$ cat config.mk
export PLATFORM = sky130hd
export DESIGN_NAME = renode_axi_burst_manager_flat
export DESIGN_NICKNAME = d
export VERILOG_FILES = /design/src/rtl/renode_axi_burst_manager_if.sv /design/src/rtl/renode_axi_burst_manager.sv /design/src/flat_wrapper.sv
export SDC_FILE = /design/constraint.sdc
export NUM_CORES = 1
export LEC_CHECK = 0
export BUFFER_PORTS_ARGS = -buffer_cell sky130_fd_sc_hd__buf_2
export CORE_AREA = 10 10 121 123
export CTS_BUF_LIST = sky130_fd_sc_hd__clkbuf_16
export DETAILED_ROUTE_END_ITERATION = 16
export DIE_AREA = 0 0 131 133
export PLACE_DENSITY = 0.82
export SETUP_SLACK_MARGIN = 0.2
export SLEW_MARGIN = 20
export SYNTH_ARGS = -nofsm -noshare
export SYNTH_HDL_FRONTEND = slang
export SYNTH_SLANG_ARGS = --single-unit
$ cat constraint.sdc
create_clock -name aclk -period 6.4 [get_ports aclk]
set_input_delay 1.28 -clock aclk [delete_from_list [all_inputs] [get_ports aclk]]
set_output_delay 1.28 -clock aclk [all_outputs]
set_load 0.01 [all_outputs]
$ cat src/rtl/renode_axi_burst_manager_if.sv
// Bundle of every handshake/bus signal around the burst manager: the command,
// write-beat, read-beat and completion streams on the user side, and the five
// AXI4 manager channels on the bus side.
//
// Handshake rule for every channel in this bundle: a transfer happens on the
// rising aclk edge where valid and ready are both 1; once valid is raised
// its payload is held stable and valid is not dropped until that edge; ready
// may rise or fall at any time and never waits on valid.
//
// Modports:
//   master - the burst manager itself (drives AW/W/AR, bready/rready,
//            cmd_ready, wr_ready, rd_*, rsp_*)
//   slave  - the environment (command source, beat producer/consumer and
//            the AXI subordinate)
interface renode_axi_burst_manager_if #(
   parameter int AddressWidth       = 32,
   parameter int DataWidth          = 32,
   parameter int TransactionIdWidth = 8
);
   localparam int StrobeWidth = DataWidth / 8;

   // command stream
   logic                          cmd_valid;
   logic                          cmd_ready;
   logic                          cmd_write;
   logic [AddressWidth-1:0]       cmd_addr;
   logic [2:0]                    cmd_size;
   logic [7:0]                    cmd_len;
   logic [TransactionIdWidth-1:0] cmd_id;
   // write-beat stream
   logic                          wr_valid;
   logic                          wr_ready;
   logic [DataWidth-1:0]          wr_data;
   // read-beat stream
   logic                          rd_valid;
   logic                          rd_ready;
   logic [DataWidth-1:0]          rd_data;
   logic                          rd_last;
   // completion
   logic                          rsp_valid;
   logic                          rsp_ready;
   logic                          rsp_error;
   // AXI write address
   logic [TransactionIdWidth-1:0] awid;
   logic [AddressWidth-1:0]       awaddr;
   logic [7:0]                    awlen;
   logic [2:0]                    awsize;
   logic [1:0]                    awburst;
   logic                          awvalid;
   logic                          awready;
   // AXI write data
   logic [DataWidth-1:0]          wdata;
   logic [StrobeWidth-1:0]        wstrb;
   logic                          wlast;
   logic                          wvalid;
   logic                          wready;
   // AXI write response
   logic [TransactionIdWidth-1:0] bid;
   logic [1:0]                    bresp;
   logic                          bvalid;
   logic                          bready;
   // AXI read address
   logic [TransactionIdWidth-1:0] arid;
   logic [AddressWidth-1:0]       araddr;
   logic [7:0]                    arlen;
   logic [2:0]                    arsize;
   logic [1:0]                    arburst;
   logic                          arvalid;
   logic                          arready;
   // AXI read data
   logic [TransactionIdWidth-1:0] rid;
   logic [DataWidth-1:0]          rdata;
   logic [1:0]                    rresp;
   logic                          rlast;
   logic                          rvalid;
   logic                          rready;

   modport master (
      input  cmd_valid, cmd_write, cmd_addr, cmd_size, cmd_len, cmd_id,
      output cmd_ready,
      input  wr_valid, wr_data,
      output wr_ready,
      output rd_valid, rd_data, rd_last,
      input  rd_ready,
      output rsp_valid, rsp_error,
      input  rsp_ready,
      output awid, awaddr, awlen, awsize, awburst, awvalid,
      input  awready,
      output wdata, wstrb, wlast, wvalid,
      input  wready,
      input  bid, bresp, bvalid,
      output bready,
      output arid, araddr, arlen, arsize, arburst, arvalid,
      input  arready,
      input  rid, rdata, rresp, rlast, rvalid,
      output rready
   );

   modport slave (
      output cmd_valid, cmd_write, cmd_addr, cmd_size, cmd_len, cmd_id,
      input  cmd_ready,
      output wr_valid, wr_data,
      input  wr_ready,
      input  rd_valid, rd_data, rd_last,
      output rd_ready,
      input  rsp_valid, rsp_error,
      output rsp_ready,
      input  awid, awaddr, awlen, awsize, awburst, awvalid,
      output awready,
      input  wdata, wstrb, wlast, wvalid,
      output wready,
      output bid, bresp, bvalid,
      input  bready,
      input  arid, araddr, arlen, arsize, arburst, arvalid,
      output arready,
      output rid, rdata, rresp, rlast, rvalid,
      input  rready
   );
endinterface

$ cat src/rtl/renode_axi_burst_manager.sv
// Single-outstanding AXI4 burst manager. A command (direction, address, size,
// len, id) is latched, checked for legality (beat width, alignment, 4 KiB
// crossing) and turned into one INCR burst. Write beats and read beats are
// passed straight between the user streams and the W/R channels; one
// completion with a sticky error flag is returned per command.
//
// Ports:
//   aclk      - clock, rising edge
//   areset_n  - asynchronous active-low reset; aborts any burst in flight
//   bus       - master view of renode_axi_burst_manager_if (command, beat
//               streams, completion and the AXI AW/W/B/AR/R channels)
//   dbg_state - current FSM state encoding (IDLE=0 .. RSP=7)
module renode_axi_burst_manager #(
   parameter int AddressWidth       = 32,
   parameter int DataWidth          = 32,
   parameter int TransactionIdWidth = 8
) (
   input  logic                          aclk,
   input  logic                          areset_n,
   renode_axi_burst_manager_if.master    bus,
   output logic [2:0]                    dbg_state
);
   localparam int          StrobeWidth = DataWidth / 8;
   localparam int          LaneBits    = (StrobeWidth > 1) ? $clog2(StrobeWidth) : 1;
   localparam logic [8:0]  StrbW9      = 9'(StrobeWidth);

   typedef enum logic [2:0] {
      S_IDLE, S_CHECK, S_AR, S_R, S_AW, S_W, S_B, S_RSP
   } state_t;

   state_t                        state_q, state_d;
   logic                          write_q;
   logic [AddressWidth-1:0]       addr_q;
   logic [AddressWidth-1:0]       beat_addr_q;
   logic [2:0]                    size_q;
   logic [7:0]                    len_q;
   logic [TransactionIdWidth-1:0] id_q;
   logic [7:0]                    beat_cnt_q;
   logic                          err_q;

   logic [7:0]  size_bytes;
   logic [16:0] span_end;
   logic        illegal;
   logic        last_beat;
   logic        r_hs;
   logic        w_hs;
   logic        r_bad;
   logic [StrobeWidth-1:0] wstrb_c;
   int          lane_off;
   int          size_int;

   assign size_bytes = 8'd1 << size_q;
   assign last_beat  = (beat_cnt_q == len_q);
   assign r_hs       = (state_q == S_R) && bus.rvalid && bus.rd_ready;
   assign w_hs       = (state_q == S_W) && bus.wr_valid && bus.wready;
   assign r_bad      = (bus.rresp != 2'b00) || (bus.rid != id_q) || (bus.rlast != last_beat);

   // One past the last byte, measured from the start of the 4 KiB page; the
   // burst may end exactly on the page boundary but not beyond it.
   assign span_end = {5'd0, addr_q[11:0]} + (17'({1'b0, len_q} + 9'd1) << size_q);
   assign illegal  = ({1'b0, size_bytes} > StrbW9)
                   || (|(addr_q[7:0] & (size_bytes - 8'd1)))
                   || (span_end > 17'h01000);

   // Byte lanes of the current beat: size_bytes ones starting at the lane the
   // beat address falls on.
   always_comb begin
      lane_off = (StrobeWidth > 1) ? int'(beat_addr_q[LaneBits-1:0]) : 0;
      size_int = int'(size_bytes);
      wstrb_c  = '0;
      for (int i = 0; i < StrobeWidth; i++) begin
         if ((i >= lane_off) && (i < lane_off + size_int)) wstrb_c[i] = 1'b1;
      end
   end

   // State register
   always_ff @(posedge aclk or negedge areset_n) begin
      if (!areset_n) state_q <= S_IDLE;
      else           state_q <= state_d;
   end

   // Next state
   always_comb begin
      state_d = state_q;
      case (state_q)
         S_IDLE:  if (bus.cmd_valid) state_d = S_CHECK;
         S_CHECK: state_d = illegal ? S_RSP : (write_q ? S_AW : S_AR);
         S_AR:    if (bus.arready) state_d = S_R;
         S_R:     if (r_hs && bus.rlast) state_d = S_RSP;
         S_AW:    if (bus.awready) state_d = S_W;
         S_W:     if (w_hs && last_beat) state_d = S_B;
         S_B:     if (bus.bvalid) state_d = S_RSP;
         S_RSP:   if (bus.rsp_ready) state_d = S_IDLE;
         default: state_d = S_IDLE;
      endcase
   end

   // Outputs: AXI valids/readies decode only the state register; the beat
   // streams are gated pass-throughs in R and W.
   always_comb begin
      bus.cmd_ready = areset_n && (state_q == S_IDLE);
      bus.arvalid   = (state_q == S_AR);
      bus.awvalid   = (state_q == S_AW);
      bus.bready    = (state_q == S_B);
      bus.rsp_valid = (state_q == S_RSP);
      bus.rsp_error = (state_q == S_RSP) && err_q;
      bus.rready    = (state_q == S_R) && bus.rd_ready;
      bus.rd_valid  = (state_q == S_R) && bus.rvalid;
      bus.rd_last   = (state_q == S_R) && bus.rlast;
      bus.wvalid    = (state_q == S_W) && bus.wr_valid;
      bus.wr_ready  = (state_q == S_W) && bus.wready;
      bus.wlast     = (state_q == S_W) && last_beat;
   end

   assign bus.rd_data = bus.rdata;
   assign bus.wdata   = bus.wr_data;
   assign bus.wstrb   = wstrb_c;
   assign bus.awid    = id_q;
   assign bus.awaddr  = addr_q;
   assign bus.awlen   = len_q;
   assign bus.awsize  = size_q;
   assign bus.awburst = 2'b01;
   assign bus.arid    = id_q;
   assign bus.araddr  = addr_q;
   assign bus.arlen   = len_q;
   assign bus.arsize  = size_q;
   assign bus.arburst = 2'b01;
   assign dbg_state   = state_q;

   // Latched command, beat tracking and sticky error
   always_ff @(posedge aclk or negedge areset_n) begin
      if (!areset_n) begin
         write_q     <= 1'b0;
         addr_q      <= '0;
         beat_addr_q <= '0;
         size_q      <= '0;
         len_q       <= '0;
         id_q        <= '0;
         beat_cnt_q  <= '0;
         err_q       <= 1'b0;
      end else begin
         case (state_q)
            S_IDLE: if (bus.cmd_valid) begin
               write_q <= bus.cmd_write;
               addr_q  <= bus.cmd_addr;
               size_q  <= bus.cmd_size;
               len_q   <= bus.cmd_len;
               id_q    <= bus.cmd_id;
               err_q   <= 1'b0;
            end
            S_CHECK: begin
               if (illegal) err_q <= 1'b1;
               beat_addr_q <= addr_q;
            end
            S_AR: if (bus.arready) beat_cnt_q <= '0;
            S_AW: if (bus.awready) beat_cnt_q <= '0;
            S_R: if (r_hs) begin
               if (r_bad) err_q <= 1'b1;
               // saturate so a len=255 burst cannot wrap back to 0
               if (beat_cnt_q != 8'hFF) beat_cnt_q <= beat_cnt_q + 8'd1;
            end
            S_W: if (w_hs) begin
               beat_addr_q <= beat_addr_q + AddressWidth'(size_bytes);
               if (beat_cnt_q != 8'hFF) beat_cnt_q <= beat_cnt_q + 8'd1;
            end
            S_B: if (bus.bvalid) begin
               if ((bus.bresp != 2'b00) || (bus.bid != id_q)) err_q <= 1'b1;
            end
            S_RSP: if (bus.rsp_ready) err_q <= 1'b0;
            default: ;
         endcase
      end
   end
endmodule

$ cat src/flat_wrapper.sv
// flat-port wrapper written by rule: the top's interface ports become plain ports
module renode_axi_burst_manager_flat 
#(
   parameter int AddressWidth       = 32,
   parameter int DataWidth          = 32,
   parameter int TransactionIdWidth = 8
)
  (aclk, areset_n, dbg_state, bus_cmd_valid, bus_cmd_write, bus_cmd_addr, bus_cmd_size, bus_cmd_len, bus_cmd_id, bus_cmd_ready, bus_wr_valid, bus_wr_data, bus_wr_ready, bus_rd_valid, bus_rd_data, bus_rd_last, bus_rd_ready, bus_rsp_valid, bus_rsp_error, bus_rsp_ready, bus_awid, bus_awaddr, bus_awlen, bus_awsize, bus_awburst, bus_awvalid, bus_awready, bus_wdata, bus_wstrb, bus_wlast, bus_wvalid, bus_wready, bus_bid, bus_bresp, bus_bvalid, bus_bready, bus_arid, bus_araddr, bus_arlen, bus_arsize, bus_arburst, bus_arvalid, bus_arready, bus_rid, bus_rdata, bus_rresp, bus_rlast, bus_rvalid, bus_rready);
  renode_axi_burst_manager_if #(.AddressWidth(AddressWidth), .DataWidth(DataWidth), .TransactionIdWidth(TransactionIdWidth)) bus_i ();
  input  logic aclk;
  input  logic areset_n;
  output logic [2:0] dbg_state;
  input wire logic [$bits(bus_i.cmd_valid)-1:0] bus_cmd_valid;
  input wire logic [$bits(bus_i.cmd_write)-1:0] bus_cmd_write;
  input wire logic [$bits(bus_i.cmd_addr)-1:0] bus_cmd_addr;
  input wire logic [$bits(bus_i.cmd_size)-1:0] bus_cmd_size;
  input wire logic [$bits(bus_i.cmd_len)-1:0] bus_cmd_len;
  input wire logic [$bits(bus_i.cmd_id)-1:0] bus_cmd_id;
  output wire logic [$bits(bus_i.cmd_ready)-1:0] bus_cmd_ready;
  input wire logic [$bits(bus_i.wr_valid)-1:0] bus_wr_valid;
  input wire logic [$bits(bus_i.wr_data)-1:0] bus_wr_data;
  output wire logic [$bits(bus_i.wr_ready)-1:0] bus_wr_ready;
  output wire logic [$bits(bus_i.rd_valid)-1:0] bus_rd_valid;
  output wire logic [$bits(bus_i.rd_data)-1:0] bus_rd_data;
  output wire logic [$bits(bus_i.rd_last)-1:0] bus_rd_last;
  input wire logic [$bits(bus_i.rd_ready)-1:0] bus_rd_ready;
  output wire logic [$bits(bus_i.rsp_valid)-1:0] bus_rsp_valid;
  output wire logic [$bits(bus_i.rsp_error)-1:0] bus_rsp_error;
  input wire logic [$bits(bus_i.rsp_ready)-1:0] bus_rsp_ready;
  output wire logic [$bits(bus_i.awid)-1:0] bus_awid;
  output wire logic [$bits(bus_i.awaddr)-1:0] bus_awaddr;
  output wire logic [$bits(bus_i.awlen)-1:0] bus_awlen;
  output wire logic [$bits(bus_i.awsize)-1:0] bus_awsize;
  output wire logic [$bits(bus_i.awburst)-1:0] bus_awburst;
  output wire logic [$bits(bus_i.awvalid)-1:0] bus_awvalid;
  input wire logic [$bits(bus_i.awready)-1:0] bus_awready;
  output wire logic [$bits(bus_i.wdata)-1:0] bus_wdata;
  output wire logic [$bits(bus_i.wstrb)-1:0] bus_wstrb;
  output wire logic [$bits(bus_i.wlast)-1:0] bus_wlast;
  output wire logic [$bits(bus_i.wvalid)-1:0] bus_wvalid;
  input wire logic [$bits(bus_i.wready)-1:0] bus_wready;
  input wire logic [$bits(bus_i.bid)-1:0] bus_bid;
  input wire logic [$bits(bus_i.bresp)-1:0] bus_bresp;
  input wire logic [$bits(bus_i.bvalid)-1:0] bus_bvalid;
  output wire logic [$bits(bus_i.bready)-1:0] bus_bready;
  output wire logic [$bits(bus_i.arid)-1:0] bus_arid;
  output wire logic [$bits(bus_i.araddr)-1:0] bus_araddr;
  output wire logic [$bits(bus_i.arlen)-1:0] bus_arlen;
  output wire logic [$bits(bus_i.arsize)-1:0] bus_arsize;
  output wire logic [$bits(bus_i.arburst)-1:0] bus_arburst;
  output wire logic [$bits(bus_i.arvalid)-1:0] bus_arvalid;
  input wire logic [$bits(bus_i.arready)-1:0] bus_arready;
  input wire logic [$bits(bus_i.rid)-1:0] bus_rid;
  input wire logic [$bits(bus_i.rdata)-1:0] bus_rdata;
  input wire logic [$bits(bus_i.rresp)-1:0] bus_rresp;
  input wire logic [$bits(bus_i.rlast)-1:0] bus_rlast;
  input wire logic [$bits(bus_i.rvalid)-1:0] bus_rvalid;
  output wire logic [$bits(bus_i.rready)-1:0] bus_rready;
  assign bus_i.cmd_valid = bus_cmd_valid;
  assign bus_i.cmd_write = bus_cmd_write;
  assign bus_i.cmd_addr = bus_cmd_addr;
  assign bus_i.cmd_size = bus_cmd_size;
  assign bus_i.cmd_len = bus_cmd_len;
  assign bus_i.cmd_id = bus_cmd_id;
  assign bus_cmd_ready = bus_i.cmd_ready;
  assign bus_i.wr_valid = bus_wr_valid;
  assign bus_i.wr_data = bus_wr_data;
  assign bus_wr_ready = bus_i.wr_ready;
  assign bus_rd_valid = bus_i.rd_valid;
  assign bus_rd_data = bus_i.rd_data;
  assign bus_rd_last = bus_i.rd_last;
  assign bus_i.rd_ready = bus_rd_ready;
  assign bus_rsp_valid = bus_i.rsp_valid;
  assign bus_rsp_error = bus_i.rsp_error;
  assign bus_i.rsp_ready = bus_rsp_ready;
  assign bus_awid = bus_i.awid;
  assign bus_awaddr = bus_i.awaddr;
  assign bus_awlen = bus_i.awlen;
  assign bus_awsize = bus_i.awsize;
  assign bus_awburst = bus_i.awburst;
  assign bus_awvalid = bus_i.awvalid;
  assign bus_i.awready = bus_awready;
  assign bus_wdata = bus_i.wdata;
  assign bus_wstrb = bus_i.wstrb;
  assign bus_wlast = bus_i.wlast;
  assign bus_wvalid = bus_i.wvalid;
  assign bus_i.wready = bus_wready;
  assign bus_i.bid = bus_bid;
  assign bus_i.bresp = bus_bresp;
  assign bus_i.bvalid = bus_bvalid;
  assign bus_bready = bus_i.bready;
  assign bus_arid = bus_i.arid;
  assign bus_araddr = bus_i.araddr;
  assign bus_arlen = bus_i.arlen;
  assign bus_arsize = bus_i.arsize;
  assign bus_arburst = bus_i.arburst;
  assign bus_arvalid = bus_i.arvalid;
  assign bus_i.arready = bus_arready;
  assign bus_i.rid = bus_rid;
  assign bus_i.rdata = bus_rdata;
  assign bus_i.rresp = bus_rresp;
  assign bus_i.rlast = bus_rlast;
  assign bus_i.rvalid = bus_rvalid;
  assign bus_rready = bus_i.rready;
  renode_axi_burst_manager #(.AddressWidth(AddressWidth), .DataWidth(DataWidth), .TransactionIdWidth(TransactionIdWidth)) u_core (.aclk(aclk), .areset_n(areset_n), .bus(bus_i), .dbg_state(dbg_state));
endmodule
==> results of run 1 <==
## per-layer routing
layer / share of wire / vias to the layer above / global-route usage
met5: 0 / - / 0
met4: 0.024 / 0 / 0.0705
met3: 0.11 / 23 / 0.0603
met2: 0.48 / 223 / 0.277
met1: 0.39 / 2103 / 0.189
li1: - / 2114 / -
## registers in the layout, indices dropped and copies added, names as in the netlist
| name | flops |
|---|---|
| u_core.write_q | 1 |
| u_core.beat_addr_q | 2 |
| u_core.err_q | 1 |
| u_core.bus.arsize | 3 |
| u_core.bus.araddr | 32 |
| u_core.dbg_state | 3 |
| u_core.beat_cnt_q | 8 |
| u_core.bus.arlen | 8 |
| u_core.bus.arid | 8 |
## critical path, delay by kind of cell (launching register included)
family / cells / cell delay, ns
flops: 1 / 0.78
buf+inv: 4 / 0.72
simple gates: 4 / 0.67
fa+ha+maj: 2 / 0.58
compound gates: 1 / 0.20
## cells in the mapped netlist (all sizes together) (2+ instances only)
cell type / number / area share
fa: 2 / 0.0075
o21ai: 29 / 0.028
a211oi: 5 / 0.0070
a21o: 3 / 0.0042
nand2b: 4 / 0.0047
or2: 2 / 0.0023
dfrtp: 66 / 0.31
buf: 125 / 0.17
and3: 5 / 0.0058
mux2i: 11 / 0.021
o22ai: 5 / 0.0058
nand2: 40 / 0.028
clkinv: 2 / 0.0014
conb: 2 / 0.0014
nor2: 41 / 0.029
nor2b: 8 / 0.011
a21oi: 27 / 0.025
nor4: 5 / 0.0058
a41oi: 2 / 0.0033
clkbuf: 16 / 0.011
o211ai: 4 / 0.0056
a22oi: 2 / 0.0028
xnor2: 12 / 0.020
and2: 8 / 0.0093
xor2: 22 / 0.036
o21a: 3 / 0.0042
a221o: 2 / 0.0037
inv: 16 / 0.011
nand4: 5 / 0.0058
o32ai: 2 / 0.0033
ha: 21 / 0.049
o31ai: 3 / 0.0042
a31oi: 5 / 0.0058
nor3: 9 / 0.0084
mux2: 49 / 0.10
nand3: 8 / 0.0075
## worst paths after layout
kind	endpoint	slack, ns
worst max-delay path	bus_wstrb[1]	1.83
worst min-delay path	u_core.bus.araddr[24]	0.52
worst max register to register	u_core.err_q	1.87
worst min register to register	u_core.bus.araddr[24]	0.52
max in group asynchronous	u_core.bus.araddr[15]	4.78
min in group asynchronous	u_core.beat_addr_q[0]	1.04
## layout by cell type (no fill, tap or decap), types with 5 or more instances in the layout
| cell | count |
|---|---|
| buf_2 | 203 |
| dfrtp_1 | 66 |
| mux2_2 | 49 |
| nor2_1 | 41 |
| nand2_1 | 40 |
| a21oi_1 | 27 |
| o21ai_0 | 27 |
| xor2_1 | 22 |
| ha_1 | 21 |
| inv_1 | 15 |
| xnor2_1 | 12 |
| mux2i_1 | 11 |
| nor3_1 | 9 |
| clkbuf_16 | 9 |
| nand3_1 | 8 |
| nor2b_1 | 7 |
| and2_1 | 7 |
| and3_1 | 5 |
| nand4_1 | 5 |
| o22ai_1 | 5 |
| a211oi_1 | 5 |
| nor4_1 | 5 |
| a31oi_1 | 5 |
## per-stage QoR
stage	worst slack [ns]	power, W	hold slack (ns)	instances
after floorplan	2.72	0.00235	0.497	596
after global placement	2.17	0.00277	0.508	832
after detailed placement	1.97	0.00279	0.513	832
after CTS	1.84	0.00336	0.529	848
after global routing	1.57	0.00360	0.549	848
final	1.83	0.00332	0.524	848
## cells by family (layout without fill, tap and decap cells)
family                   after synthesis  after routing
XOR/XNOR                              34             34
AO/OA/AOI/OAI                        108            108
buffers and inverters                159            239
multiplexers                          60             60
AND/OR/NAND/NOR                      142            142
flip-flops                            66             66
other                                  2              4
adder cells (fa/ha/maj)               23             23
## area by class of cell
type	count	area, um^2
clock buffer	9	225
clock inverter	7	101
fill	1191	6410
inverter	18	67.6
multi-input combinational	371	2660
sequential	66	1650
tap	172	215
timing repair buffer	205	1030
## where the power goes
part           switching (W)  internal, W
clock network       0.000200     0.000344
logic                0.00103     0.000840
registers           0.000317     0.000589
==> out/metrics.csv, run 1 <==
stage,metric,value,unit
clock_network,Clock Pin Slew Worst Setup and Hold Paths,0.06,ns
setup_path,CP max-delay cell,dfrtp_1,
clock_network,post-CTS sizing,0,
setup_path,Worst Setup SP,u_core.bus.arsize[0],
setup_path,critical path class,flip-flop to primary output,
grt,Total GRT Usage,0.168,
floorplan,DIE AREA,0.0174,mm^2
synthesis,Post-Synth Simple-Gate Area,0.128,
cells_and_area,nets,842,
outcome,status,finished clean,
detailed_routing,post-route ant nets,0,
clock_network,Clock Path Buffers,2,
timing,Final Slew Violations,0,
detailed_routing,drt via density,5.26,
grt,first-pass GRT wire length,23400,um
placement,placed cell area,0.00563,mm^2
cells_and_area,post-route cell area,0.00595,mm^2
floorplan,# IOs,337,
detailed_routing,1st-iter DRT viols,259,
clock_network,Root Buffer,clkbuf_16,
synthesis,mux contribution to synthesized area,0.124,
setup_path,crit-path cells,clkinv_1 > nand2_1 > inv_1 > ha_1 > fa_1 > or2_2 > a21oi_1 > inv_1 > nor2_1 > nor2_1 > buf_2,
cells_and_area,share of cells above drive strength 1,0.408,
detailed_routing,DR DRC count,0,
timing,Rel. slew slack,0.343,
hold_path,HP Class,flip-flop to flip-flop,
detailed_routing,Routed WL,15100,um
setup_path,Worst Path Arrival,3.29,ns
cells_and_area,P&R area growth vs syn,11.1,%
synthesis,cells after synthesis,594,
setup_path,Critical Path Sink Type,primary output,
clock_network,clk_lat worst skew,0.34,ns
floorplan,CORE AREA,0.0124,mm^2
detailed_routing,wire per inst,17.9,um
clock_network,CTS tree,yes,
timing,Setup Skew,0.00661,ns
timing,Tcrit/Tclk final,0.713,
grt,largest net degree at the start of global routing,68,
cells_and_area,diode count,0,
clock_network,Post-CTS Setup Inserts,0,
synthesis,Avg Inst Size Synth,9.02,um^2
synthesis,largest family of logic cells by synthesized area,buffers and inverters,
clock_network,Num CTS Buffers,9,
setup_path,Critical Path Start Type,flip-flop,
setup_path,CP Data Required Time,5.12,ns
hold_path,hold_sp,u_core.bus.araddr[24],
grt,remaining global-route overflow,0,
synthesis,"EDFF count, synth",0,
clock_network,cts hold-fix bufs,0,
setup_path,worst reg2reg startpoint,u_core.bus.arsize[0],
synthesis,Post-Syn Area,0.00536,mm^2
power,PD cells,558,mW/mm^2
power,worst IR drop on VDD,0.000251,V
placement,Placer Congestion,0.874,
setup_path,Critical Path Max Stage Delay,0.78,ns
synthesis,predominant post-synthesis flop cell,dfrtp_1,
detailed_routing,routed via count,4463,
synthesis,Synth Warn #,0,
floorplan,Initial Util,0.433,
timing,RSZ-0062 raised after global routing,no,
floorplan,die height,133,um
detailed_routing,iteration count of the initial detailed-routing pass,4,
synthesis,post-synthesis sequential area ratio,0.308,
timing,measured slew at the worst slew-check pin,0.978,ns
synthesis,Post-Synth Adder-Cell Area,0.0565,
synthesis,register bit count reported by yosys,66,
clock_network,clk sinks,66,
synthesis,asr flop ratio synth,1.00,
timing,Max Clk Rate,219,MHz
timing,Post-Route Setup TNS,0,ns
placement,post-detail-place hpwl,12100,um
cells_and_area,Finished Core Util,0.481,
floorplan,row count,41,
timing,Final Hold Fails,0,
placement,# port buffers,204,
timing,# setup viols final,0,
synthesis,Synth Area in Compound Gates,0.130,
synthesis,Post-Synth XOR/XNOR Area,0.0556,
synthesis,Yosys cell types,65,
run,Max-cap violations,0,
setup_path,crit path max fanout,21,
timing,fin crit period,4.57,ns
floorplan,Die Wd,131,um
setup_path,R2R cell count,15,
clock_network,H-tree depth,3,
hold_path,hold path cells,1,
grt,initial antenna violation count,0,
power,leakage power,3.17,nW
grt,vias in the first global route,4459,
(Power assumes the default switching activity.)
==> inputs of run 2 (changes only) <==
- CORE_AREA: 10 10 121 123 -> not set
- CORE_MARGIN: not set -> 10
- CORE_UTILIZATION: not set -> 44
- DIE_AREA: 0 0 131 133 -> not set
- clock period: 6.4 -> 4.5 ns (I/O delays scaled with it)
==> run 2 against run 1 <==
Combinational power rose by 51%. Critical endpoint is now u_core.dbg_state[0]. Die area fell by 2.5%. Via count rose by 0.52%. Register-to-register slack got worse by 1.3 ns. Global-route usage rose by 0.93 points. Power rose by 44%. Routed wire length rose by 1.9%. Utilization rose by 1.7 points. Count of clock-buffer cells in the layout did not move. Clock skew rose by 0.0014 ns. Sequential cell count did not move.
==> out/metrics.csv, run 2 (synthesized netlist as in run 1, its figures left out) <==
stage,metric,value,unit
setup_path,critical path's top delay family,compound AO/OA/AOI/OAI gates,
timing,Setup Skew,0.00801,ns
cells_and_area,P&R area growth vs syn,11.4,%
detailed_routing,DR DRC count,0,
detailed_routing,Routed WL,15400,um
grt,Total GRT Usage,0.177,
cells_and_area,share of cells above drive strength 1,0.412,
cells_and_area,Final Non-Filler Cells,831,
outcome,status,finished clean,
timing,RSZ-0062 raised after global routing,no,
setup_path,Critical Path Start Type,flip-flop,
floorplan,row count,40,
clock_network,Post-CTS Setup Inserts,0,
setup_path,critical path buffer and inverter count,0,
clock_network,Clock Path Buffers,2,
power,worst IR drop on VDD,0.000363,V
detailed_routing,routed via count,4486,
detailed_routing,post-route ant nets,0,
setup_path,critical path class,flip-flop to flip-flop,
grt,initial antenna violation count,2,
floorplan,# IOs,337,
placement,post-detail-place hpwl,12300,um
timing,Final Hold Fails,0,
power,PD cells,801,mW/mm^2
setup_path,Critical Path Max Stage Delay,0.44,ns
timing,PnR worst setup slack,0.528,ns
placement,pre-CTS setup slack,0.488,ns
clock_network,cts hold-fix bufs,0,
cells_and_area,"commonest non-fill, non-tap cell in the layout",buf_2,
power,leakage power,3.20,nW
timing,measured slew at the worst slew-check pin,0.993,ns
grt,first-pass GRT wire length,24000,um
setup_path,CP max-delay cell,dfrtp_1,
timing,Post-Route Setup TNS,0,ns
setup_path,CP Data Required Time,4.68,ns
timing,Final Slew Violations,0,
grt,remaining global-route overflow,0,
timing,fin crit period,3.97,ns
floorplan,CORE AREA,0.0120,mm^2
timing,Tcrit/Tclk final,0.883,
detailed_routing,1st-iter DRT viols,269,
grt,vias in the first global route,4494,
floorplan,Die Wd,130,um
cells_and_area,nets,848,
detailed_routing,iteration count of the initial detailed-routing pass,4,
timing,# setup viols final,0,
floorplan,Initial Util,0.448,
setup_path,crit path max fanout,7,
floorplan,die height,130,um
clock_network,Clock Pin Slew Worst Setup and Hold Paths,0.05,ns
timing,Max Clk Rate,252,MHz
clock_network,CTS tree,yes,
hold_path,HP Class,flip-flop to flip-flop,
cells_and_area,most frequent cells in the layout,"203 x buf_2, 66 x dfrtp_1, 49 x mux2_2, 41 x nor2_1, 40 x nand2_1",
clock_network,clk sinks,66,
clock_network,Root Buffer,clkbuf_16,
clock_network,clk_lat worst skew,0.34,ns
floorplan,DIE AREA,0.0170,mm^2
detailed_routing,wire per inst,18.6,um
timing,Rel. slew slack,0.332,
clock_network,H-tree depth,3,
cells_and_area,max reg flops,32,
clock_network,Num CTS Buffers,9,
setup_path,Worst Path Arrival,4.16,ns
cells_and_area,Finished Core Util,0.499,
detailed_routing,drt via density,5.40,
run,Max-cap violations,0,
setup_path,crit-path cells,ha_1 > nand2_1 > nor2_1 > a221o_1 > o22ai_1 > mux2i_1 > nor2_1 > a21oi_1 > ha_1 > a21oi_2 > a2bb2oi_1 > nand4_1 > or4_1 > a2111o_1 > o21ai_4 > a31oi_1,
placement,# port buffers,204,
placement,Placer Congestion,0.881,
grt,largest net degree at the start of global routing,67,
setup_path,Critical Path Sink Type,flip-flop,
placement,Placed Cells,813,
cells_and_area,FILL cells,1124,
## run 2: path summary, 6_finish.rpt
kind                       slack [ns]                   from               endpoint  cells past startpoint
setup / recovery                 0.53    u_core.bus.arlen[1]    u_core.dbg_state[0]                     16
hold / removal                   0.52  u_core.bus.araddr[19]  u_core.bus.araddr[19]                      1
setup reg to reg                 0.53    u_core.bus.arlen[1]    u_core.dbg_state[0]                     16
hold reg to reg                  0.52  u_core.bus.araddr[19]  u_core.bus.araddr[19]                      1
max in group asynchronous        3.18               areset_n  u_core.bus.araddr[11]                      2
min in group asynchronous        0.75               areset_n   u_core.bus.arsize[1]                      2
## run 2: worst reg2reg max path, delay by kind of cell, from the launching register on
kind	cells	cell delay (ns)
flops	1	0.44
fa+ha+maj	2	0.66
compound gates	8	1.74
simple gates	5	0.86
mux	1	0.13
## run 2: where the power goes
part	internal (W)	switching (W)
Clock	0.000478	0.000260
Sequential	0.000840	0.000381
Combinational	0.00123	0.00159
Total	0.00255	0.00223
## run 2: metrics by stage
stage               power, W  instance area, um^2  hold WS, ns
global placement     0.00400                 5640        0.504
CTS                  0.00481                 5950        0.525
detailed placement   0.00403                 5640        0.507
floorplan            0.00334                 5360        0.497
finish               0.00478                 5970        0.523
global route         0.00520                 5970        0.545
## run 2: per-layer routing
layer  part of all wire  global-route usage  vias to the layer above
met5                  0                   0                        -
met4              0.012              0.0642                        0
met3               0.10              0.0690                       25
met2               0.50               0.299                      230
met1               0.39               0.198                     2114
li1                   -                   -                     2117
## run 2: cell type report
class | count | area [um^2] | area share
multi-input cells | 371 | 2670 | 0.448
clock inverters | 7 | 85.1 | 0.0143
flip-flops and latches | 66 | 1650 | 0.277
repair buffers | 211 | 1080 | 0.180
diodes | 2 | 5.00 | 0.000839
well taps | 147 | 184 | 0.0308
inverters | 18 | 67.6 | 0.0113
clock buffers | 9 | 225 | 0.0377
## run 2: timing repair
item / CTS / global route
gates resized for setup: 0 / 3
setup endpoints to repair: 0 / 4
hold endpoints to repair: 0 / 0
